File: src/rtl/sos_receive_module_if.sv
// rtl/sos_receive_module_if.sv - Key/enable inputs and decode event outputs of the S-O-S receiver
interface sos_receive_module_if;
    logic       start_sig;
    logic       key_in;
    logic       sym_valid;
    logic       sym_is_dash;
    logic       letter_valid;
    logic [1:0] letter_code;
    logic       done_sig;

    modport master (
        output start_sig, key_in,
        input  sym_valid, sym_is_dash, letter_valid, letter_code, done_sig
    );

    modport slave (
        input  start_sig, key_in,
        output sym_valid, sym_is_dash, letter_valid, letter_code, done_sig
    );
endinterface

File: src/rtl/sos_receive_module.sv
// rtl/sos_receive_module.sv - Morse key decoder pulsing done_sig on S-O-S within one word
// Optional: define SOS_RX_SYNC_EN to pass key_in through a 2-flop synchronizer.
module sos_receive_module #(
    parameter int UNIT_CYCLES = 2500000
) (
    input  logic                clk,
    input  logic                rst_n,
    sos_receive_module_if.slave bus
);
    localparam int              CW       = $clog2(UNIT_CYCLES);
    localparam logic [CW-1:0]   CYC_LAST = CW'(UNIT_CYCLES - 1);
    localparam logic [1:0]      CODE_X   = 2'b00;
    localparam logic [1:0]      CODE_S   = 2'b01;
    localparam logic [1:0]      CODE_O   = 2'b10;

    typedef enum logic [1:0] {IDLE = 2'd0, MARK = 2'd1, SPACE = 2'd2} state_t;

    state_t          state_q, state_d;
    logic            key_q, key_d, key_prev_q, key_prev_d;
    logic [CW-1:0]   cyc_q, cyc_d;
    logic [3:0]      units_q, units_d;
    logic [3:0]      sym_buf_q, sym_buf_d;
    logic [2:0]      sym_cnt_q, sym_cnt_d;
    logic            bad_q, bad_d;
    logic [1:0]      prev1_q, prev1_d, prev2_q, prev2_d;
    logic            sym_valid_q, sym_valid_d;
    logic            sym_is_dash_q, sym_is_dash_d;
    logic            letter_valid_q, letter_valid_d;
    logic [1:0]      letter_code_q, letter_code_d;
    logic            done_q, done_d;
    logic            key_now, rise, fall, unit_start, is_dash;
    logic [1:0]      code_now;

`ifdef SOS_RX_SYNC_EN
    logic [1:0] sync_q, sync_d;

    always_comb sync_d = {sync_q[0], ~bus.key_in};

    always_ff @(posedge clk or negedge rst_n) begin
        if (!rst_n) sync_q <= '0;
        else        sync_q <= sync_d;
    end

    assign key_now = sync_q[1];
`else
    assign key_now = ~bus.key_in;
`endif

    assign rise       = key_q & ~key_prev_q;
    assign fall       = ~key_q & key_prev_q;
    assign unit_start = (cyc_q == '0);
    assign is_dash    = (units_q >= 4'd2);

    always_comb begin
        code_now = CODE_X;
        if (sym_cnt_q == 3'd3 && !bad_q && sym_buf_q[2:0] == 3'b000)      code_now = CODE_S;
        else if (sym_cnt_q == 3'd3 && !bad_q && sym_buf_q[2:0] == 3'b111) code_now = CODE_O;
    end

    always_comb begin
        key_d          = key_now;
        key_prev_d     = key_q;
        state_d        = state_q;
        cyc_d          = cyc_q;
        units_d        = units_q;
        sym_buf_d      = sym_buf_q;
        sym_cnt_d      = sym_cnt_q;
        bad_d          = bad_q;
        prev1_d        = prev1_q;
        prev2_d        = prev2_q;
        sym_valid_d    = 1'b0;
        sym_is_dash_d  = 1'b0;
        letter_valid_d = 1'b0;
        letter_code_d  = CODE_X;
        done_d         = 1'b0;

        // The edge-detect cycle is itself the first cycle of the new interval.
        if (rise || fall) begin
            cyc_d   = CW'(1);
            units_d = 4'd0;
        end else if (cyc_q == CYC_LAST) begin
            cyc_d = '0;
            if (units_q != 4'd15) units_d = units_q + 4'd1;
        end else begin
            cyc_d = cyc_q + CW'(1);
        end

        case (state_q)
            IDLE: begin
                if (rise) state_d = MARK;
            end
            MARK: begin
                if (fall) begin
                    sym_valid_d   = 1'b1;
                    sym_is_dash_d = is_dash;
                    if (units_q >= 4'd6) bad_d = 1'b1;
                    if (sym_cnt_q == 3'd4) begin
                        bad_d = 1'b1;
                    end else begin
                        sym_buf_d[sym_cnt_q[1:0]] = is_dash;
                        sym_cnt_d                 = sym_cnt_q + 3'd1;
                    end
                    state_d = SPACE;
                end
            end
            SPACE: begin
                if (unit_start && units_q == 4'd3) begin
                    letter_valid_d = 1'b1;
                    letter_code_d  = code_now;
                    sym_buf_d      = '0;
                    sym_cnt_d      = '0;
                    bad_d          = 1'b0;
                    if (code_now == CODE_S && prev2_q == CODE_S && prev1_q == CODE_O) begin
                        done_d  = 1'b1;
                        prev1_d = CODE_X;
                        prev2_d = CODE_X;
                    end else begin
                        prev2_d = prev1_q;
                        prev1_d = code_now;
                    end
                end
                if (rise) begin
                    state_d = MARK;
                end else if (unit_start && units_q == 4'd7) begin
                    state_d = IDLE;
                end
                if (unit_start && units_q == 4'd7) begin
                    prev1_d = CODE_X;
                    prev2_d = CODE_X;
                end
            end
            default: state_d = IDLE;
        endcase

        // Key sampling keeps running so a key held across enable is not seen as a new press.
        if (!bus.start_sig) begin
            state_d        = IDLE;
            cyc_d          = '0;
            units_d        = 4'd0;
            sym_buf_d      = '0;
            sym_cnt_d      = '0;
            bad_d          = 1'b0;
            prev1_d        = CODE_X;
            prev2_d        = CODE_X;
            sym_valid_d    = 1'b0;
            sym_is_dash_d  = 1'b0;
            letter_valid_d = 1'b0;
            letter_code_d  = CODE_X;
            done_d         = 1'b0;
        end
    end

    always_ff @(posedge clk or negedge rst_n) begin
        if (!rst_n) begin
            state_q        <= IDLE;
            key_q          <= 1'b0;
            key_prev_q     <= 1'b0;
            cyc_q          <= '0;
            units_q        <= 4'd0;
            sym_buf_q      <= '0;
            sym_cnt_q      <= '0;
            bad_q          <= 1'b0;
            prev1_q        <= CODE_X;
            prev2_q        <= CODE_X;
            sym_valid_q    <= 1'b0;
            sym_is_dash_q  <= 1'b0;
            letter_valid_q <= 1'b0;
            letter_code_q  <= CODE_X;
            done_q         <= 1'b0;
        end else begin
            state_q        <= state_d;
            key_q          <= key_d;
            key_prev_q     <= key_prev_d;
            cyc_q          <= cyc_d;
            units_q        <= units_d;
            sym_buf_q      <= sym_buf_d;
            sym_cnt_q      <= sym_cnt_d;
            bad_q          <= bad_d;
            prev1_q        <= prev1_d;
            prev2_q        <= prev2_d;
            sym_valid_q    <= sym_valid_d;
            sym_is_dash_q  <= sym_is_dash_d;
            letter_valid_q <= letter_valid_d;
            letter_code_q  <= letter_code_d;
            done_q         <= done_d;
        end
    end

    assign bus.sym_valid    = sym_valid_q;
    assign bus.sym_is_dash  = sym_is_dash_q;
    assign bus.letter_valid = letter_valid_q;
    assign bus.letter_code  = letter_code_q;
    assign bus.done_sig     = done_q;
endmodule

File: src/flat_wrapper.sv
// flat-port wrapper written by rule: the top's interface ports become plain ports
module sos_receive_module_flat 
#(
    parameter int UNIT_CYCLES = 2500000
)
  (clk, rst_n, bus_start_sig, bus_key_in, bus_sym_valid, bus_sym_is_dash, bus_letter_valid, bus_letter_code, bus_done_sig);
  sos_receive_module_if bus_i ();
  input  logic clk;
  input  logic rst_n;
  input wire logic [$bits(bus_i.start_sig)-1:0] bus_start_sig;
  input wire logic [$bits(bus_i.key_in)-1:0] bus_key_in;
  output wire logic [$bits(bus_i.sym_valid)-1:0] bus_sym_valid;
  output wire logic [$bits(bus_i.sym_is_dash)-1:0] bus_sym_is_dash;
  output wire logic [$bits(bus_i.letter_valid)-1:0] bus_letter_valid;
  output wire logic [$bits(bus_i.letter_code)-1:0] bus_letter_code;
  output wire logic [$bits(bus_i.done_sig)-1:0] bus_done_sig;
  assign bus_i.start_sig = bus_start_sig;
  assign bus_i.key_in = bus_key_in;
  assign bus_sym_valid = bus_i.sym_valid;
  assign bus_sym_is_dash = bus_i.sym_is_dash;
  assign bus_letter_valid = bus_i.letter_valid;
  assign bus_letter_code = bus_i.letter_code;
  assign bus_done_sig = bus_i.done_sig;
  sos_receive_module #(.UNIT_CYCLES(UNIT_CYCLES)) u_core (.clk(clk), .rst_n(rst_n), .bus(bus_i));
endmodule
File: config.mk
export PLATFORM = sky130hd
export DESIGN_NAME = sos_receive_module_flat
export DESIGN_NICKNAME = d
export VERILOG_FILES = /design/src/rtl/sos_receive_module_if.sv /design/src/rtl/sos_receive_module.sv /design/src/flat_wrapper.sv
export SDC_FILE = /design/constraint.sdc
export NUM_CORES = 1
export LEC_CHECK = 0
export BUFFER_PORTS_ARGS = -buffer_cell sky130_fd_sc_hd__buf_2
export CORE_MARGIN = 5
export CORE_UTILIZATION = 45
export DETAILED_ROUTE_END_ITERATION = 12
export GPL_ROUTABILITY_DRIVEN = 0
export PLACE_DENSITY = 0.58
export SYNTH_ARGS = -nofsm -noshare
export SYNTH_HDL_FRONTEND = slang
export SYNTH_SLANG_ARGS = --single-unit
File: constraint.sdc
create_clock -name clk -period 2.4 [get_ports clk]
set_clock_uncertainty 0.15 [all_clocks]
set_input_delay 0.48 -clock clk [delete_from_list [all_inputs] [get_ports clk]]
set_output_delay 0.48 -clock clk [all_outputs]
set_load 0.01 [all_outputs]
==> results.py <==
metrics = {
    "status": {
        "status": "complete, but fails checks",
        "violations": "negative hold slack",
    },
    "final_layout": {
        "postLayoutCoreUtil": 0.504,
        "drive_gt1_frac": 0.123,
        "final_area_mm2": 0.00293,
        "antenna_cells_inserted": 0,
        "flow.area_growth_from_synthesis_pct": 11.0,
        "number_of_nets_in_the_final_layout": 306,
    },
    "logic_synthesis": {
        "yosysMostFrequentCell": "sky130_fd_sc_hd__dfrtp_1",
        "synth-adder-area-share": 0.0521,
        "synth_nets": 295,
        "yosys_register_bits": 47,
        "synth-edff-count": 0,
        "postSynthAreaPerCell_um2": 9.44,
        "synth.top_cells.by_count": "sky130_fd_sc_hd__dfrtp_1 (47), sky130_fd_sc_hd__nand2_1 (21), sky130_fd_sc_hd__nand3_1 (21)",
        "synth-compound-area-share": 0.101,
        "synthMuxAreaShare": 0.0303,
        "synthXorXnorAreaFrac": 0.0331,
        "dominant_combinational_cell_family_by_area_after_synthesis": "simple AND/OR/NAND/NOR gates",
        "syn_area_mm2": 0.00264,
        "post_synth_and_or_nand_nor_area_fraction": 0.294,
        "synth.lib_cells_used.distinct": 45,
        "largest_cells_by_area_after_synthesis": "sky130_fd_sc_hd__dfrtp_1 (45%), sky130_fd_sc_hd__ha_1 (5.2%), sky130_fd_sc_hd__nand3_1 (4.0%)",
        "ys_async_sr_fraction": 1.00,
        "yosysWarningCount": 0,
        "synth.yosys.seq_area_share": 0.445,
        "cell_type_with_the_highest_aggregate_area_in_the_netlist": "sky130_fd_sc_hd__dfrtp_1",
        "synth.top_cell.area_share": 0.445,
        "synth_flop_cell": "sky130_fd_sc_hd__dfrtp_1",
        "postSynthCellCount": 280,
    },
    "setup_path": {
        "timing.critical_path.from_type": "register",
        "cp_data_required_time_ns": 2.48,
        "path_max_fanout": 5,
        "timing_worst_setup_path_type": "reg2reg",
        "ff2ff_setup_slack_ns": 0.23,
        "critical_path_arrival_ns": 2.25,
        "crit_chain": "ha_1 > nand4_1 > or4_4 > or4_1 > a21oi_1",
        "crit_slowest_cell": "sky130_fd_sc_hd__or4_4",
        "cp_slowest_stage_delay_ns": 0.57,
        "crit_path_end_kind": "register",
    },
    "floorplanning": {
        "start_util": 0.454,
        "ioPinCount": 10,
        "core_area_mm2": 0.00582,
        "die-area_mm2": 0.00750,
        "die_height_um": 86.6,
        "die_x_um": 86.6,
        "placement_rows": 28,
    },
    "global_route": {
        "grt_pass1_vias": 2069,
        "grt_antenna_before_repair": 0,
        "wire_length_of_the_first_global_routing_pass_um": 9450,
        "pin_count_of_the_biggest_net_entering_global_routing": 27,
        "globalRouteTotalUtil": 0.156,
        "residual_overflow_from_global_routing": 0,
    },
    "cts": {
        "clock_insertion_delay_worst_skew_ns": 0.30,
        "cts_resized": 0,
        "tritoncts_clock_tree": "yes",
        "clk_root_buffer_cell": "sky130_fd_sc_hd__clkbuf_8",
        "htree_num_levels": 2,
        "num_cts_buffers": 5,
        "holdBufCountCts": 0,
        "clk_sinks": 47,
        "worst_setup_hold_path_clk_slew_ns": 0.09,
        "cts_buffer_depth": 2,
        "cts.repair_timing.setup_buffer_count": 0,
    },
    "timing": {
        "worst_slew_margin_rel": 0.655,
        "timing.final.hold_violations": 21,
        "fin_hold_ws_ns": -0.0109,
        "setup-tns-final_ns": 0,
        "period_share": 0.905,
        "setup_repair_after_global_routing_missed_its_margin": "no",
        "timing.final.setup_violations": 0,
        "fmax_mhz": 461,
        "finalCriticalPeriod_ns": 2.17,
        "report.final.slew_viol_count": 0,
        "worst_pin_slew_ns": 0.514,
    },
    "drt": {
        "detail-route-antenna-nets": 0,
        "firstDrtPassIters": 4,
        "routed_via_density": 5.77,
        "drc": 0,
        "drt-total-wl_um": 5470,
        "drt_first_iter_violations": 124,
        "avgRoutedWirePerCell_um": 14.9,
        "route.vias.total": 2116,
    },
    "power_and_ir_drop": {
        "max-vdd-ir-drop_mv": 0.271,
        "p_per_area_mw_per_mm2": 549,
        "power.leakage_nw": 1.20,
    },
    "hold_path": {
        "hold_class": "in2async",
    },
    "placement": {
        "dp_hpwl_um": 3940,
        "dpl_cell_area_mm2": 0.00280,
        "port-buffer-count": 9,
    },
    "job": {
        "max_cap_violations": 0,
    },
}
## final timing paths
path,cells past startpoint,startpoint,endpoint
max in group asynchronous,2,rst_n,u_core.cyc_q[20]
worst min-delay path,1,rst_n,u_core.bus.sym_valid
worst max-delay path,5,u_core.cyc_q[0],u_core.units_q[1]
worst min register to register,0,u_core.key_prev_d,u_core.key_prev_q
worst max register to register,5,u_core.cyc_q[0],u_core.units_q[1]
min in group clk,2,bus_key_in,u_core.key_prev_d
## placed cells by master (no fill, tap or decap), types with 3 or more instances in the layout
| cell type | n |
|---|---|
| sky130_fd_sc_hd__a21oi_1 | 14 |
| sky130_fd_sc_hd__a31oi_1 | 3 |
| sky130_fd_sc_hd__and2_1 | 6 |
| sky130_fd_sc_hd__and3_1 | 3 |
| sky130_fd_sc_hd__and4_1 | 4 |
| sky130_fd_sc_hd__buf_2 | 9 |
| sky130_fd_sc_hd__buf_4 | 8 |
| sky130_fd_sc_hd__clkbuf_8 | 5 |
| sky130_fd_sc_hd__dfrtp_1 | 47 |
| sky130_fd_sc_hd__ha_1 | 11 |
| sky130_fd_sc_hd__inv_1 | 14 |
| sky130_fd_sc_hd__mux2i_1 | 8 |
| sky130_fd_sc_hd__nand2_1 | 21 |
| sky130_fd_sc_hd__nand2b_1 | 3 |
| sky130_fd_sc_hd__nand3_1 | 21 |
| sky130_fd_sc_hd__nand4_1 | 12 |
| sky130_fd_sc_hd__nor2_1 | 20 |
| sky130_fd_sc_hd__nor2b_1 | 3 |
| sky130_fd_sc_hd__nor3_1 | 4 |
| sky130_fd_sc_hd__nor4_1 | 4 |
| sky130_fd_sc_hd__nor4b_1 | 3 |
| sky130_fd_sc_hd__o21ai_0 | 8 |
| sky130_fd_sc_hd__o22ai_1 | 3 |
| sky130_fd_sc_hd__o31ai_1 | 7 |
| sky130_fd_sc_hd__or3_1 | 5 |
| sky130_fd_sc_hd__or4_1 | 7 |
| sky130_fd_sc_hd__xor2_1 | 8 |
## layer usage
layer | routed length, um | track usage | up-vias | part of all wire
met5 | 0 | 0 | - | 0
met4 | 86 | 0.0538 | 0 | 0.016
met3 | 129 | 0.0295 | 7 | 0.024
met2 | 2660 | 0.274 | 23 | 0.49
met1 | 2600 | 0.191 | 1045 | 0.48
li1 | - | - | 1041 | -
## power breakdown
group	switching, mW	internal [mW]	total (mW)
logic	0.0670	0.0360	0.103
registers	0.0121	0.801	0.814
clock network	0.278	0.415	0.693
## stage by stage
| stage | power [mW] | setup slack (ns) | hold slack [ns] | instances |
|---|---|---|---|---|
| 5_1_grt | 1.68 | 0.116 | 0.0235 | 367 |
| 6_report | 1.61 | 0.229 | -0.0109 | 367 |
| 3_5_place_dp | 0.934 | 0.249 | 0.247 | 359 |
| 4_1_cts | 1.63 | 0.224 | 0.00158 | 367 |
| 2_1_floorplan | 0.888 | 0.358 | 0.0344 | 280 |
| 3_3_place_gp | 0.932 | 0.299 | 0.243 | 359 |
## cell type report
class,instances,area [um^2]
clock buffer,5,68.8
clock inverter,3,67.6
fill,574,2880
inverter,14,52.6
multi-input combinational,205,1350
sequential,47,1180
tap,75,93.8
timing repair buffer,18,125
## registers in the layout (all words and copies together) (netlist names)
| signal | cells |
|---|---|
| u_core.bad_q | 1 |
| u_core.bus.done_sig | 1 |
| u_core.bus.letter_code | 2 |
| u_core.bus.letter_valid | 1 |
| u_core.bus.sym_is_dash | 1 |
| u_core.bus.sym_valid | 1 |
| u_core.cyc_q | 22 |
| u_core.key_prev_d | 1 |
| u_core.key_prev_q | 1 |
| u_core.prev1_q | 2 |
| u_core.prev2_q | 2 |
| u_core.state_q | 2 |
| u_core.sym_buf_q | 3 |
| u_core.sym_cnt_q | 3 |
| u_core.units_q | 4 |
## cells by family (layout without fill, tap and decap cells)
| logic type | after synthesis | count (layout) |
|---|---|---|
| simple gates | 133 | 133 |
| fa+ha+maj | 11 | 11 |
| flops | 47 | 47 |
| mux | 8 | 8 |
| xor+xnor | 10 | 10 |
| compound gates | 43 | 43 |
| buf+inv | 28 | 40 |
## worst max-delay path, delay by kind of cell, from the launching register on
kind | cells | cell delay [ns]
and+or+nand+nor | 3 | 1.16
DFF | 1 | 0.40
adders and majority gates | 1 | 0.24
AOI/OAI and AO/OA | 1 | 0.15
Note: power is estimated with default switching activity, not from simulation.
